**config.mk**
```make
export PLATFORM = sky130hd
export DESIGN_NAME = dma_channel_engine
export DESIGN_NICKNAME = d
export VERILOG_FILES = /design/src/rtl/dma_channel_engine.sv
export SDC_FILE = /design/constraint.sdc
export NUM_CORES = 1
export LEC_CHECK = 0
export ABC_AREA = 1
export BUFFER_PORTS_ARGS = -buffer_cell sky130_fd_sc_hd__buf_2
export CAP_MARGIN = 20
export CORE_AREA = 2 2 125 158
export CTS_BUF_LIST = sky130_fd_sc_hd__clkbuf_4 sky130_fd_sc_hd__clkbuf_8
export CTS_CLUSTER_SIZE = 25
export DETAILED_ROUTE_END_ITERATION = 6
export DIE_AREA = 0 0 127 160
export GPL_TIMING_DRIVEN = 0
export PLACE_DENSITY = 0.76
export SYNTH_ARGS = -nofsm -noshare
export SYNTH_HDL_FRONTEND = slang
export SYNTH_SLANG_ARGS = --single-unit
```
**constraint.sdc**
```tcl
create_clock -name dma_clock_i -period 6.5 [get_ports dma_clock_i]
set_input_delay 1.625 -clock dma_clock_i [delete_from_list [all_inputs] [get_ports dma_clock_i]]
set_output_delay 1.625 -clock dma_clock_i [all_outputs]
set_load 0.03 [all_outputs]
```
**src/rtl/dma_channel_engine.sv**
```systemverilog
// dma_channel_engine: single-channel word-copy DMA with a TileLink-UL master port.
// Copies size_i bytes from src_i to dest_i one 32-bit Get/PutFullData pair at a time,
// with at most one transaction outstanding.
// Optional build macro: DMA_CORRUPT_CHECK_EN (treat d_corrupt on an accepted D beat as an error).
module dma_channel_engine #(
    parameter int unsigned TL_AW = 32
) (
    input  logic             dma_clock_i,
    input  logic             dma_reset_i,
    input  logic             start_i,
    input  logic [TL_AW-1:0] src_i,
    input  logic [TL_AW-1:0] dest_i,
    input  logic [31:0]      size_i,
    output logic             busy_o,
    output logic             done_o,
    output logic             err_o,
    output logic [2:0]       a_opcode,
    output logic [2:0]       a_param,
    output logic [3:0]       a_size,
    output logic [TL_AW-1:0] a_address,
    output logic [3:0]       a_mask,
    output logic [31:0]      a_data,
    output logic             a_corrupt,
    output logic             a_valid,
    input  logic             a_ready,
    input  logic [2:0]       d_opcode,
    input  logic [1:0]       d_param,
    input  logic [3:0]       d_size,
    input  logic             d_denied,
    input  logic [31:0]      d_data,
    input  logic             d_corrupt,
    input  logic             d_valid,
    output logic             d_ready
);

    localparam int unsigned DATA_W = 32;
    localparam int unsigned SIZE_W = 32;

    localparam logic [2:0] ST_IDLE    = 3'd0;
    localparam logic [2:0] ST_RD_REQ  = 3'd1;
    localparam logic [2:0] ST_RD_WAIT = 3'd2;
    localparam logic [2:0] ST_WR_REQ  = 3'd3;
    localparam logic [2:0] ST_WR_WAIT = 3'd4;
    localparam logic [2:0] ST_FINISH  = 3'd5;

    localparam logic [2:0] OP_GET       = 3'd4;
    localparam logic [2:0] OP_PUT_FULL  = 3'd0;
    localparam logic [2:0] OP_ACK       = 3'd0;
    localparam logic [2:0] OP_ACK_DATA  = 3'd1;

    logic [2:0]        r_state;
    logic [TL_AW-1:0]  r_src;
    logic [TL_AW-1:0]  r_dest;
    logic [SIZE_W-1:0] r_rem;
    logic [DATA_W-1:0] r_hold;
    logic              r_busy;
    logic              r_done;
    logic              r_err;
    logic              r_a_valid;
    logic              r_d_ready;
    logic [2:0]        r_a_opcode;
    logic [TL_AW-1:0]  r_a_address;
    logic [DATA_W-1:0] r_a_data;

    logic [2:0]        w_state_nxt;
    logic [TL_AW-1:0]  w_src_nxt;
    logic [TL_AW-1:0]  w_dest_nxt;
    logic [SIZE_W-1:0] w_rem_nxt;
    logic [SIZE_W-1:0] w_rem_dec;
    logic [DATA_W-1:0] w_hold_nxt;
    logic              w_done_nxt;
    logic              w_err_nxt;
    logic              w_a_fire;
    logic              w_d_fire;
    logic              w_d_bad;
    logic              w_misaligned;
    logic              w_unused_d;

    assign w_a_fire     = r_a_valid & a_ready;
    assign w_d_fire     = d_valid & r_d_ready;
    assign w_misaligned = |{src_i[1:0], dest_i[1:0], size_i[1:0]};

`ifdef DMA_CORRUPT_CHECK_EN
    assign w_d_bad    = d_denied | d_corrupt;
    assign w_unused_d = ^{d_param, d_size};
`else
    assign w_d_bad    = d_denied;
    assign w_unused_d = ^{d_param, d_size, d_corrupt};
`endif

    // Next-state and datapath update for the copy sequence
    always_comb begin
        w_state_nxt = r_state;
        w_src_nxt   = r_src;
        w_dest_nxt  = r_dest;
        w_rem_nxt   = r_rem;
        w_hold_nxt  = r_hold;
        w_done_nxt  = r_done;
        w_err_nxt   = r_err;
        w_rem_dec   = r_rem - SIZE_W'(4);
        case (r_state)
            ST_IDLE: begin
                if (start_i) begin
                    w_src_nxt  = src_i;
                    w_dest_nxt = dest_i;
                    w_rem_nxt  = size_i;
                    w_done_nxt = 1'b0;
                    w_err_nxt  = 1'b0;
                    if (w_misaligned) begin
                        w_err_nxt   = 1'b1;
                        w_state_nxt = ST_FINISH;
                    end else if (size_i == SIZE_W'(0)) begin
                        w_state_nxt = ST_FINISH;
                    end else begin
                        w_state_nxt = ST_RD_REQ;
                    end
                end
            end
            ST_RD_REQ: begin
                if (w_a_fire) w_state_nxt = ST_RD_WAIT;
            end
            ST_RD_WAIT: begin
                if (w_d_fire) begin
                    if (w_d_bad || (d_opcode != OP_ACK_DATA)) begin
                        w_err_nxt   = 1'b1;
                        w_state_nxt = ST_FINISH;
                    end else begin
                        w_hold_nxt  = d_data;
                        w_state_nxt = ST_WR_REQ;
                    end
                end
            end
            ST_WR_REQ: begin
                if (w_a_fire) w_state_nxt = ST_WR_WAIT;
            end
            ST_WR_WAIT: begin
                if (w_d_fire) begin
                    if (w_d_bad || (d_opcode != OP_ACK)) begin
                        w_err_nxt   = 1'b1;
                        w_state_nxt = ST_FINISH;
                    end else begin
                        w_src_nxt   = r_src + TL_AW'(4);
                        w_dest_nxt  = r_dest + TL_AW'(4);
                        w_rem_nxt   = w_rem_dec;
                        w_state_nxt = (w_rem_dec != SIZE_W'(0)) ? ST_RD_REQ : ST_FINISH;
                    end
                end
            end
            ST_FINISH: begin
                w_done_nxt  = 1'b1;
                w_state_nxt = ST_IDLE;
            end
            default: w_state_nxt = ST_IDLE;
        endcase
    end

    // Control state and registered status/handshake outputs
    always_ff @(posedge dma_clock_i) begin
        if (dma_reset_i) begin
            r_state    <= ST_IDLE;
            r_busy     <= 1'b0;
            r_done     <= 1'b0;
            r_err      <= 1'b0;
            r_a_valid  <= 1'b0;
            r_d_ready  <= 1'b1;
            r_a_opcode <= OP_GET;
        end else begin
            r_state    <= w_state_nxt;
            r_busy     <= (w_state_nxt != ST_IDLE);
            r_done     <= w_done_nxt;
            r_err      <= w_err_nxt;
            r_a_valid  <= (w_state_nxt == ST_RD_REQ) || (w_state_nxt == ST_WR_REQ);
            r_d_ready  <= (w_state_nxt == ST_IDLE) || (w_state_nxt == ST_RD_WAIT) ||
                          (w_state_nxt == ST_WR_WAIT);
            r_a_opcode <= (w_state_nxt == ST_WR_REQ) ? OP_PUT_FULL : OP_GET;
        end
    end

    // Datapath registers; A-channel payload follows the state being entered
    always_ff @(posedge dma_clock_i) begin
        r_src       <= w_src_nxt;
        r_dest      <= w_dest_nxt;
        r_rem       <= w_rem_nxt;
        r_hold      <= w_hold_nxt;
        r_a_address <= (w_state_nxt == ST_WR_REQ) ? w_dest_nxt : w_src_nxt;
        r_a_data    <= w_hold_nxt;
    end

    assign busy_o    = r_busy;
    assign done_o    = r_done;
    assign err_o     = r_err;
    assign a_valid   = r_a_valid;
    assign a_opcode  = r_a_opcode;
    assign a_address = r_a_address;
    assign a_data    = r_a_data;
    assign a_param   = 3'd0;
    assign a_size    = 4'd2;
    assign a_mask    = 4'hF;
    assign a_corrupt = 1'b0;
    assign d_ready   = r_d_ready;

endmodule

```
# [After elaboration in Yosys (flattened, before gate mapping)]
# Cells that the tools add are included.
[totals] ff_bits=171 inputBits=144 output_inout_bits=84 elab_cells=87
[classes] add_sub_neg=3 n_eq_ne=16 n_mux=34 bitwise=3 n_reduce_logical=19
[op_table] operator="$mux W32" n=10
[op_table] operator="$pmux W32 S2" n=3
[op_table] operator="$add A32 B3 Y32 const B" n=2
[op_table] operator="$mux W3" n=11
[op_table] operator="$logic_not A32 Y1" n=1
[op_table] operator="$reduce_bool A32 Y1" n=1
[op_table] operator="$sub A32 B3 Y32 const B" n=1
[op_table] operator="$pmux W3 S5" n=1
[op_table] operator="$eq A3 B2 Y1 const B" n=4
[op_table] operator="$ne A2 B2 Y1 const B" n=6
[op_table] operator="$eq A3 B3 Y1 const B" n=3
[op_table] operator="$reduce_bool A3 Y1" n=3
[op_table] operator="$mux W1" n=7
[op_table] operator="$eq A3 B1 Y1 const B" n=2
[op_table] operator="$logic_not A3 Y1" n=2
[op_table] operator="$reduce_and A6 Y1" n=1
[op_table] operator="$reduce_or A6 Y1" n=1
[op_table] operator="$logic_or A1 B1 Y1" n=5
[op_table] operator="$reduce_and A4 Y1" n=1
[op_table] operator="$reduce_bool A2 Y1" n=2
[op_table] operator="$ne A3 B1 Y1 const B" n=1
[op_table] operator="$pmux W1 S3" n=1
[op_table] operator="$reduce_and A3 Y1" n=1
[op_table] operator="$and A1 B1 Y1" n=2
[op_table] operator="3 further kinds" n=3

# [Depth between registers and ports, before layout]
# Gate-level depths: netlist (run 1).
[logic_depth] word_depth=9 ltp_mapped=18 ltp_nobuf=18

# [Least setup slack after synthesis (run 1)]
# No wires, ideal clock.
[synth_path] kind="input to register" start="in d_opcode[1]" end="reg r_a_address[2], in the netlist a_address[2]" t_arrival_ps=4972 required_ps=6378 slack_ps=1406 stages=10 cell_sequence="nor2_2 > nand3_4 > inv_1 > nor2_1 > nor3_1 > inv_1 > nand2_1 > o211ai_1 > nand2_1 > o21ai_0"
[synth_rtl] item="start, declared" line="26" text="input logic [2:0] d_opcode,"
[synth_rtl] item="$reduce_bool A3 Y1" line="138" text="if (w_d_bad || (d_opcode != OP_ACK)) begin"
[synth_rtl] item="$logic_or A1 B1 Y1" line="138"
[synth_rtl] item="$mux W32" line="138"
[synth_rtl] item="$mux W32" line="137" text="if (w_d_fire) begin"
[synth_rtl] item="$pmux W32 S2" line="101" text="case (r_state)"
[synth_rtl] item="named net w_dest_nxt[2]" line="67" text="logic [TL_AW-1:0] w_dest_nxt;"
[synth_rtl] item="$mux W32" line="185" text="r_a_address <= (w_state_nxt == ST_WR_REQ) ? w_dest_nxt : w_src_nxt;"
[synth_rtl] item="end signal, assigned" line="185"
[synth_rtl] item="end, declared" line="62" text="logic [TL_AW-1:0] r_a_address;"
# The timed path passes the listed nets, and every way through them passes these cells.
# A chain may end at the register's enable or synchronous reset.

# [Final worst setup path (run 1)]
# Ends and elaborated chain as after synthesis.

==> flow_summary_export.csv, run 1 <==
group,metric,value,unit
layout,syn_to_final_growth,19.3,%
setup_path,cp-end-kind,"register",
global_route,grt.overflow.total,0,
place,pre_cts_ws,2740,ps
pwr,pwr_density_cell,498,nW/um^2
die,die_area,20300,sq um
timing,skew,18.2,ps
logic_synthesis,netlist_area,9480,sq um
timing,worstMarginPinSlew,895,ps
logic_synthesis,synth.distinct_cells,50,
status,status,"finished, final reports clean",
clocking,clockBufferDepth,2,
detailed_routing,route.detailed.drc,0,
die,pin_count,228,
setup_path,arrival,3610,ps
setup_path,cpLargestDelayFamily,"simple AND/OR/NAND/NOR gates",
place,dp.cells,1745,
timing,fmax,305,MHz
timing,holdWs,484,ps
setup_path,startpoint_type,"input port",
detailed_routing,dr.pass1.iters,6,
detailed_routing,vias,9887,
logic_synthesis,postSynthCellCount,1288,
place,gp_congestion,0.967,
clocking,cts_resized,0,
clocking,clock_latency,460,ps
logic_synthesis,synth_edf_count,64,
timing,fin_crit_sh,0.504,
timing,setup_viol,0,
die,die_height,160,um
global_route,grt_pass1_wl,47.8,mm
place,hpwl,23.6,mm
die,initial_utilization,0.499,
layout,fin_cells,1777,
setup_path,worst-path-buf-inv,5,
detailed_routing,first_iter_violations,894,
clocking,cts_tree,"built",
logic_synthesis,synthArstFlopShare,0,
global_route,grt_pass1_vias,9679,
timing,slew_viol_final,0,
layout,post-route-util,0.596,
detailed_routing,routedWlPerCell,17.3,um
setup_path,critPathSlowestCell,"nor3_2",
global_route,grt_usage,0.300,
clocking,cts_root_buf,"clkbuf_8",
detailed_routing,drt_wl_total,30.7,mm
logic_synthesis,syn_area_per_cell,7.36,sq um
clocking,cts_hold_buf,0,
detailed_routing,vias_per_cell,5.56,
pwr,total_power,0.00563,W
timing,post-route-min-period,3280,ps
die,core,19000,sq um
min_path,worstHoldStart,"r_src[0]$_DFF_P_",
pwr,power_leakage,5.20,nW
job,max-cap-violations,0,
layout,num-fill-cells,1818,
timing,rsz0062_at_grt,"false",
clocking,clk_pin_slew,90,ps
setup_path,slowest_delay,370,ps
die,rows,57,
layout,drive_gt1_frac,0.221,
logic_synthesis,ys_warn_count,0,
die,die_w,127,um
timing,fin_ws,3220,ps
place,portBuffers,206,
logic_synthesis,ys_seq_area_frac,0.425,
pwr,ir_drop,307,uV
setup_path,setup.worst_path.start,"d_opcode[1]",
global_route,grt_max_degree,33,
logic_synthesis,synth-main-ff-cell,"dfxtp_1",
logic_synthesis,ys_ff_latch,169,
global_route,antenna_found_initial,0,
setup_path,cp_max_fo,11,
layout,insertedDiodeCount,0,
setup_path,required,6830,ps
clocking,clkSinkCount,169,
timing,hold_viol_final,0,
clocking,postCtsSetupBuffers,0,
setup_path,crit_chain,"buf_2 -> nor2_2 -> nand3_4 -> inv_1 -> nor2_1 -> nor3_2 -> buf_6 -> buf_6 -> inv_1 -> nand2_1 -> o211ai_1 -> nand2_1 -> o21ai_0",
detailed_routing,postRouteAntennaNets,0,
timing,maxSlewHeadroom,0.402,
clocking,htreeDepth,4,
clocking,numCtsBuffers,17,
setup_path,path_class,"input port to register",
layout,nets,1676,
setup_path,r2r-start,"r_state[0]$_SDFF_PP0_",
min_path,hp-class,"register to register",
layout make-up:
type / count / area, sq um / area share
buffer: 52 / 324 / 0.0287
clock buffer: 18 / 241 / 0.0214
clock inverter: 14 / 170 / 0.0151
inverter: 124 / 468 / 0.0414
multi-input combinational: 955 / 4720 / 0.417
sequential: 169 / 4020 / 0.356
tap: 236 / 295 / 0.0261
timing repair buffer: 209 / 1060 / 0.0942
path summary, 6_finish.rpt:
| path | endpoint | slack [ps] | cells after the start |
|---|---|---|---|
| max | a_address[2]$_DFF_P_ | 3220 | 13 |
| min | r_src[0]$_DFF_P_ | 480 | 2 |
| max reg2reg | r_rem[4]$_DFFE_PP_ | 3890 | 7 |
| min reg2reg | r_src[0]$_DFF_P_ | 480 | 2 |
cells by family after synthesis:
| logic type | Yosys count | share of synthesized area |
|---|---|---|
| other | 2 | 0.000793 |
| and+or+nand+nor | 769 | 0.367 |
| buffers and inverters | 176 | 0.0836 |
| adders and majority gates | 4 | 0.00528 |
| AOI/OAI and AO/OA | 149 | 0.101 |
| xor gates and xnor gates | 19 | 0.0184 |
| DFF | 169 | 0.425 |
worst register-to-register path, stage by stage (launching register included):
cell and delay, ps:
dfxtp_1 370, nor2_2 330, nand2_1 140, inv_1 170, buf_2 270, buf_2 340
clkbuf_1 520, a31oi_1 200
layer usage:
metal | part of all wire | track usage | wire (um)
met3 | 0.074 | 0.0523 | 2280
met1 | 0.37 | 0.333 | 11400
met5 | 0 | 0 | 0
met4 | 0.067 | 0.208 | 2070
met2 | 0.49 | 0.519 | 15000
sequential cells by signal, indices dropped and copies added, names as in the netlist:
signal / flops
a_valid: 1
d_ready: 1
r_rem: 32
r_dest: 32
busy_o: 1
a_opcode: 1
a_data: 32
a_address: 32
r_state: 3
err_o: 1
done_o: 1
r_src: 32
cell usage in the layout (no fill, tap or decap), types with 6 or more instances in the layout:
cell and count:
clkbuf_1 12, nand2_2 6, nor4_1 11, nor2_4 10
dfxtp_1 105, nor2_1 118, nand2_1 412, or2_2 6
o21ai_0 50, edfxtp_1 64, xor2_1 14, nand3_2 8
a21oi_1 15, nor2_2 9, nor3_1 29, nand3_1 117
inv_1 118, a22oi_1 40, nand4_1 25, a31oi_1 16
nor3_2 7, o211ai_1 10, buf_4 15, buf_2 221
clkbuf_8 20, conb_1 14
Yosys cell counts, types with 2 or more instances:
cell | number | area [sq um]
nor2_4 | 9 | 101
nor3_1 | 30 | 150
or2_2 | 6 | 37.5
edfxtp_1 | 64 | 1920
o311ai_0 | 3 | 26.3
ha_1 | 4 | 50.1
clkbuf_1 | 12 | 45.0
o211ai_2 | 3 | 37.5
a31oi_1 | 16 | 100
buf_4 | 15 | 113
o211ai_1 | 10 | 75.1
conb_1 | 2 | 7.51
buf_1 | 5 | 18.8
o21bai_1 | 2 | 15.0
nand3_4 | 2 | 35.0
dfxtp_1 | 105 | 2100
buf_2 | 15 | 75.1
nand3b_1 | 2 | 15.0
nor2_8 | 2 | 40.0
clkbuf_8 | 3 | 41.3
nand2_2 | 6 | 37.5
nand2_1 | 412 | 1550
nand2_4 | 3 | 33.8
inv_1 | 118 | 443
nand3_1 | 117 | 586
a22oi_1 | 40 | 300
inv_2 | 5 | 18.8
nor3_2 | 6 | 60.1
o221ai_1 | 2 | 17.5
nand4_1 | 25 | 156
a21o_1 | 2 | 15.0
o21ai_0 | 50 | 250
xor2_1 | 14 | 123
nor4_1 | 11 | 68.8
xnor2_1 | 4 | 35.0
nor2_1 | 119 | 447
nor2_2 | 9 | 56.3
a21oi_1 | 15 | 75.1
o21ai_1 | 2 | 10.0
nand3_2 | 8 | 80.1
where the power goes:
part           switching [W]  internal (W)
combinational        0.00192      0.000849
sequential          0.000423       0.00163
clock               0.000418      0.000389
total                0.00276       0.00287
stage by stage:
step / instance area [sq um] / TNS [ps]
after CTS: 11300 / 0
after floorplan: 9520 / 0
after global placement: 10800 / -1130
final: 11300 / 0
after global routing: 11300 / 0
after detailed placement: 10900 / 0
(Power assumes the default switching activity.)
==> run 2, diff against run 1 <==
==> constraint.sdc (replaced) <==
create_clock -name dma_clock_i -period 3.1 [get_ports dma_clock_i]
set_input_delay 0.775 -clock dma_clock_i [delete_from_list [all_inputs] [get_ports dma_clock_i]]
set_output_delay 0.775 -clock dma_clock_i [all_outputs]
set_load 0.03 [all_outputs]
==> run 2 against run 1 <==
Compared with the run above:
- combinational power increased by 110%
- sequential power grew 110%
- count of clock-buffer cells in the layout is 1 lower
- critical path type is now register to register
- largest power group unchanged
==> flow_summary_export.csv, run 2 (synthesis results as in run 1) <==
group,metric,value,unit
setup_path,cp_max_fo,17,
global_route,grt_max_degree,33,
detailed_routing,first_iter_violations,926,
timing,hold_viol_final,0,
timing,worstMarginPinSlew,893,ps
clocking,cts_hold_buf,0,
global_route,grt_pass1_vias,9342,
timing,slew_viol_final,0,
layout,nets,1674,
setup_path,r2r_end,"a_address[2]$_DFF_P_",
die,initial_utilization,0.499,
detailed_routing,drt_wl_total,30.7,mm
setup_path,r2r-start,"r_state[0]$_SDFF_PP0_",
detailed_routing,routedWlPerCell,17.3,um
clocking,numCtsBuffers,17,
detailed_routing,met2_length,15.2,mm
min_path,hp-class,"input port to register",
setup_path,startpoint_type,"register",
setup_path,arrival,3050,ps
timing,fin_crit_sh,0.864,
detailed_routing,wl_met3,2.40,mm
setup_path,required,3470,ps
timing,skew,20.3,ps
die,pin_count,228,
status,status,"finished, final reports clean",
layout,final_cell_area,11300,sq um
layout,layout_commonest_cell,"nand2_1",
die,die_w,127,um
timing,setup_viol,0,
timing,maxSlewHeadroom,0.403,
detailed_routing,met1_length,11.4,mm
clocking,cts_resized,0,
layout,syn_to_final_growth,19.3,%
clocking,clockBufferDepth,2,
clocking,clock_latency,500,ps
clocking,postCtsSetupBuffers,0,
die,die_height,160,um
layout,final_cell_mix,"nand2_1 (412), buf_2 (221), inv_1 (118), nor2_1 (118), nand3_1 (117)",
clocking,cts_tree,"built",
die,rows,57,
die,die_area,20300,sq um
pwr,ir_drop,657,uV
layout,insertedDiodeCount,0,
min_path,worstHoldStart,"d_data[11]",
global_route,grt_usage,0.299,
timing,rsz0062_at_grt,"false",
pwr,power_leakage,5.18,nW
min_path,hold_path_end,"a_data[11]$_DFFE_PP_",
pwr,total_power,0.0118,W
timing,tns,0,ps
detailed_routing,top_layer,"met4",
layout,num-fill-cells,1809,
detailed_routing,vias_per_cell,5.50,
clocking,cts_root_buf,"clkbuf_8",
place,hpwl,23.3,mm
clocking,clk_pin_slew,110,ps
detailed_routing,route.detailed.drc,0,
die,core,19000,sq um
detailed_routing,dr.pass1.iters,6,
global_route,grt.overflow.total,0,
layout,drive_gt1_frac,0.220,
clocking,htreeDepth,4,
timing,post-route-min-period,2680,ps
layout,post-route-util,0.596,
place,portBuffers,206,
global_route,antenna_found_initial,0,
setup_path,cp-end-kind,"register",
min_path,hold_depth,1,
detailed_routing,postRouteAntennaNets,0,
place,place_area,10900,sq um
timing,fmax,373,MHz
clocking,clkSinkCount,169,
setup_path,path_class,"register to register",
detailed_routing,vias,9770,
place,gp_congestion,0.959,
pwr,pwr_density_cell,1040,nW/um^2
setup_path,reg2reg_depth,12,
global_route,grt_pass1_wl,47.2,mm
setup_path,r2r_slack,420,ps
job,max-cap-violations,0,
## run 2: changes by cell type in the layout (fill, tap and decap cells not counted), moves of 2 or more
cell        before  now
buf_6            4    1
clkinvlp_4       1    3
clkinv_2         4    0
inv_8            1    5
bufinv_16        3    1
clkinv_8         0    2
## run 2: worst max-delay path by stage
stage / from / to / depth (start not counted)
after floorplan: d_valid / a_data[0]$_DFFE_PP_ / 5
after global placement: d_valid / a_data[7]$_DFFE_PP_ / 6
after detailed placement: d_opcode[1] / a_address[2]$_DFF_P_ / 12
after CTS: r_state[0]$_SDFF_PP0_ / a_address[2]$_DFF_P_ / 12
after global routing: r_state[0]$_SDFF_PP0_ / a_address[2]$_DFF_P_ / 12
final: r_state[0]$_SDFF_PP0_ / a_address[2]$_DFF_P_ / 12
## run 2: worst max-delay path: stages, from the launching register on
cell and delay, ps:
dfxtp_1 430, nor2_2 130, nand2_2 130, nor2_4 60, inv_1 70, nand2_1 260, nor3_4 790, buf_16 230
inv_1 100, nand2_1 70, o211ai_1 100, nand2_1 80, o21ai_0 90
## run 2: report_power, final
group | internal [W] | switching, W | leakage [nW]
combinational | 0.00178 | 0.00404 | 3.51
sequential | 0.00343 | 0.000863 | 1.48
clock | 0.000682 | 0.000974 | 0.199
total | 0.00589 | 0.00588 | 5.18
## run 2: per-layer routing
| metal | GRT usage | vias up |
|---|---|---|
| li1 | - | 4752 |
| met1 | 0.335 | 4417 |
| met2 | 0.531 | 501 |
| met3 | 0.0586 | 100 |
| met4 | 0.162 | 0 |
| met5 | 0 | - |
## run 2: cell type report
type                    instances  area, sq um  area share
inverters                     124          468      0.0414
repair buffers                207         1060      0.0936
well taps                     236          295      0.0261
flip-flops and latches        169         4020       0.356
clock inverters                15          176      0.0156
plain buffers                  52          324      0.0287
clock buffers                  17          234      0.0207
multi-input cells             955         4720       0.418
## run 2: through the flow
| step | hold WS (ps) | setup WS, ps | cells |
|---|---|---|---|
| CTS | 438 | 438 | 1775 |
| global route | 427 | 252 | 1775 |
| finish | 446 | 421 | 1775 |
| floorplan | 438 | 46.5 | 1300 |
| detailed placement | 464 | -65.6 | 1743 |
| global placement | 452 | -617 | 1742 |
==> run 3, diff against run 2 <==
--- a/config.mk
+++ b/config.mk
@@ -8,11 +8,11 @@
 export ABC_AREA = 1
 export BUFFER_PORTS_ARGS = -buffer_cell sky130_fd_sc_hd__buf_2
 export CAP_MARGIN = 20
-export CORE_AREA = 2 2 125 158
+export CORE_AREA = 2 2 115 172
 export CTS_BUF_LIST = sky130_fd_sc_hd__clkbuf_4 sky130_fd_sc_hd__clkbuf_8
 export CTS_CLUSTER_SIZE = 25
 export DETAILED_ROUTE_END_ITERATION = 6
-export DIE_AREA = 0 0 127 160
+export DIE_AREA = 0 0 117 174
 export GPL_TIMING_DRIVEN = 0
 export PLACE_DENSITY = 0.76
 export SYNTH_ARGS = -nofsm -noshare
==> constraint.sdc (replaced) <==
create_clock -name dma_clock_i -period 2.5 [get_ports dma_clock_i]
set_input_delay 0.625 -clock dma_clock_i [delete_from_list [all_inputs] [get_ports dma_clock_i]]
set_output_delay 0.625 -clock dma_clock_i [all_outputs]
set_load 0.03 [all_outputs]
==> run 3 against run 2 <==
Compared with the run above:
- sequential cell count unchanged
- utilization increased by 0.48 points
- first-iteration DRC count decreased by 18%
- global-route usage up 1.8 points
- critical endpoint is now a_address[19]$_DFF_P_
- maximum frequency grew 12%
- design area up 0.99%
==> flow_summary_export.csv, run 3 (synthesis results as in run 1) <==
group,metric,value,unit
place,gp_congestion,1.03,
detailed_routing,drt_wl_total,32.4,mm
clocking,cts_tree,"built",
setup_path,cpMostUsedCell,"nand2_1",
die,pin_count,228,
setup_path,cp_max_fo,10,
global_route,grt_usage,0.317,
job,max-cap-violations,0,
setup_path,slowest_delay,590,ps
layout,final_cell_area,11400,sq um
timing,setup_viol,0,
setup_path,crit_chain,"nor2_2 -> nand2_1 -> inv_1 -> buf_2 -> buf_1 -> nand3_1 -> nand3_2 -> nand2_1 -> nand2_1",
layout,insertedDiodeCount,0,
min_path,hp-class,"input port to register",
layout,final_cell_mix,"nand2_1 (410), buf_2 (220), nand3_1 (116)",
die,rows,62,
timing,post-route-min-period,2400,ps
setup_path,startpoint_type,"register",
layout,nets,1682,
timing,skew,14.5,ps
die,die_height,174,um
timing,fmax,417,MHz
detailed_routing,route.detailed.drc,0,
detailed_routing,postRouteAntennaNets,0,
clocking,numCtsBuffers,17,
global_route,grt_pass1_wl,48.6,mm
clocking,clk_pin_slew,90,ps
setup_path,required,2920,ps
place,place_area,10900,sq um
layout,syn_to_final_growth,20.5,%
pwr,pwr_density_cell,1310,nW/um^2
pwr,power_leakage,5.22,nW
die,die_w,117,um
timing,worstMarginPinSlew,886,ps
clocking,cts_root_buf,"clkbuf_8",
clocking,htreeDepth,4,
global_route,antenna_found_initial,0,
clocking,clock_latency,480,ps
layout,layout_commonest_cell,"nand2_1",
timing,maxSlewHeadroom,0.408,
detailed_routing,first_iter_violations,755,
clocking,clockBufferDepth,2,
setup_path,cp-end-kind,"register",
die,core,19000,sq um
status,status,"finished, final reports clean",
global_route,grt.overflow.total,0,
clocking,clkSinkCount,169,
detailed_routing,vias_per_cell,5.47,
detailed_routing,dr.pass1.iters,5,
detailed_routing,routedWlPerCell,18.0,um
timing,fin_crit_sh,0.960,
pwr,ir_drop,934,uV
setup_path,arrival,2820,ps
die,initial_utilization,0.499,
die,die_area,20400,sq um
place,portBuffers,206,
layout,drive_gt1_frac,0.231,
setup_path,critPathSlowestCell,"buf_1",
global_route,grt_max_degree,33,
detailed_routing,vias,9860,
place,hpwl,25.2,mm
setup_path,path_class,"register to register",
setup_path,r2r_slack,100,ps
global_route,grt_pass1_vias,9490,
timing,holdWs,319,ps
timing,hold_viol_final,0,
timing,slew_viol_final,0,
==> run 3: through the flow <==
stage / setup slack [ps] / setup TNS [ps] / total power (W) / utilization / instances
floorplan: -12.4 / -12.4 / 0.0101 / - / 1300
global placement: -837 / -31110 / 0.0125 / 0.573 / 1762
detailed placement: -340 / -7970 / 0.0127 / 0.575 / 1763
CTS: 19.6 / 0 / 0.0146 / 0.594 / 1794
global route: -10.5 / -10.5 / 0.0159 / 0.601 / 1803
finish: 101 / 0 / 0.0150 / 0.601 / 1803
==> run 3: where the power goes <==
part	switching, W	internal (W)	total, W
clock	0.00104	0.000882	0.00192
combinational	0.00531	0.00240	0.00771
sequential	0.00110	0.00425	0.00535
total	0.00745	0.00753	0.0150
==> run 3: path summary, 6_finish.rpt <==
path | startpoint | end | cells after the start
min reg2reg | err_o$_SDFFE_PP0P_ | err_o$_SDFFE_PP0P_ | 2
max reg2reg | r_state[0]$_SDFF_PP0_ | a_address[19]$_DFF_P_ | 9
min | d_data[5] | a_data[5]$_DFFE_PP_ | 1
max | r_state[0]$_SDFF_PP0_ | a_address[19]$_DFF_P_ | 9
==> run 3: layout make-up <==
type	count	area [sq um]
Inverter	124	468
Sequential cell	169	4020
Timing Repair Buffer	216	1140
Fill cell	1794	7590
Buffer	50	322
Clock inverter	14	131
Multi-Input combinational cell	956	4770
Clock buffer	18	241
Tap cell	256	320
==> run 3: critical path: cells and delay by family (launching register included) <==
| family | cells | cell delay [ps] |
|---|---|---|
| buf+inv | 3 | 1030 |
| simple gates | 6 | 950 |
| flops | 1 | 360 |
==> run 3: routing by layer <==
layer	wire, um	part of all wire	global-route usage	up-vias
met5	0	0	0	-
met3	2050	0.063	0.0526	122
met4	2080	0.064	0.194	0
met1	11300	0.35	0.333	4510
met2	16900	0.52	0.574	468
li1	-	-	-	4760
==> run 3: repair_timing <==
item / CTS / global route
resized for setup: 1 / 15
hold buffers: 0 / 0
pin swaps: 1 / 3
hold endpoints to repair: 0 / 0
cloned: 0 / 1
buffers inserted: 0 / 9
setup endpoints to repair: 9 / 29
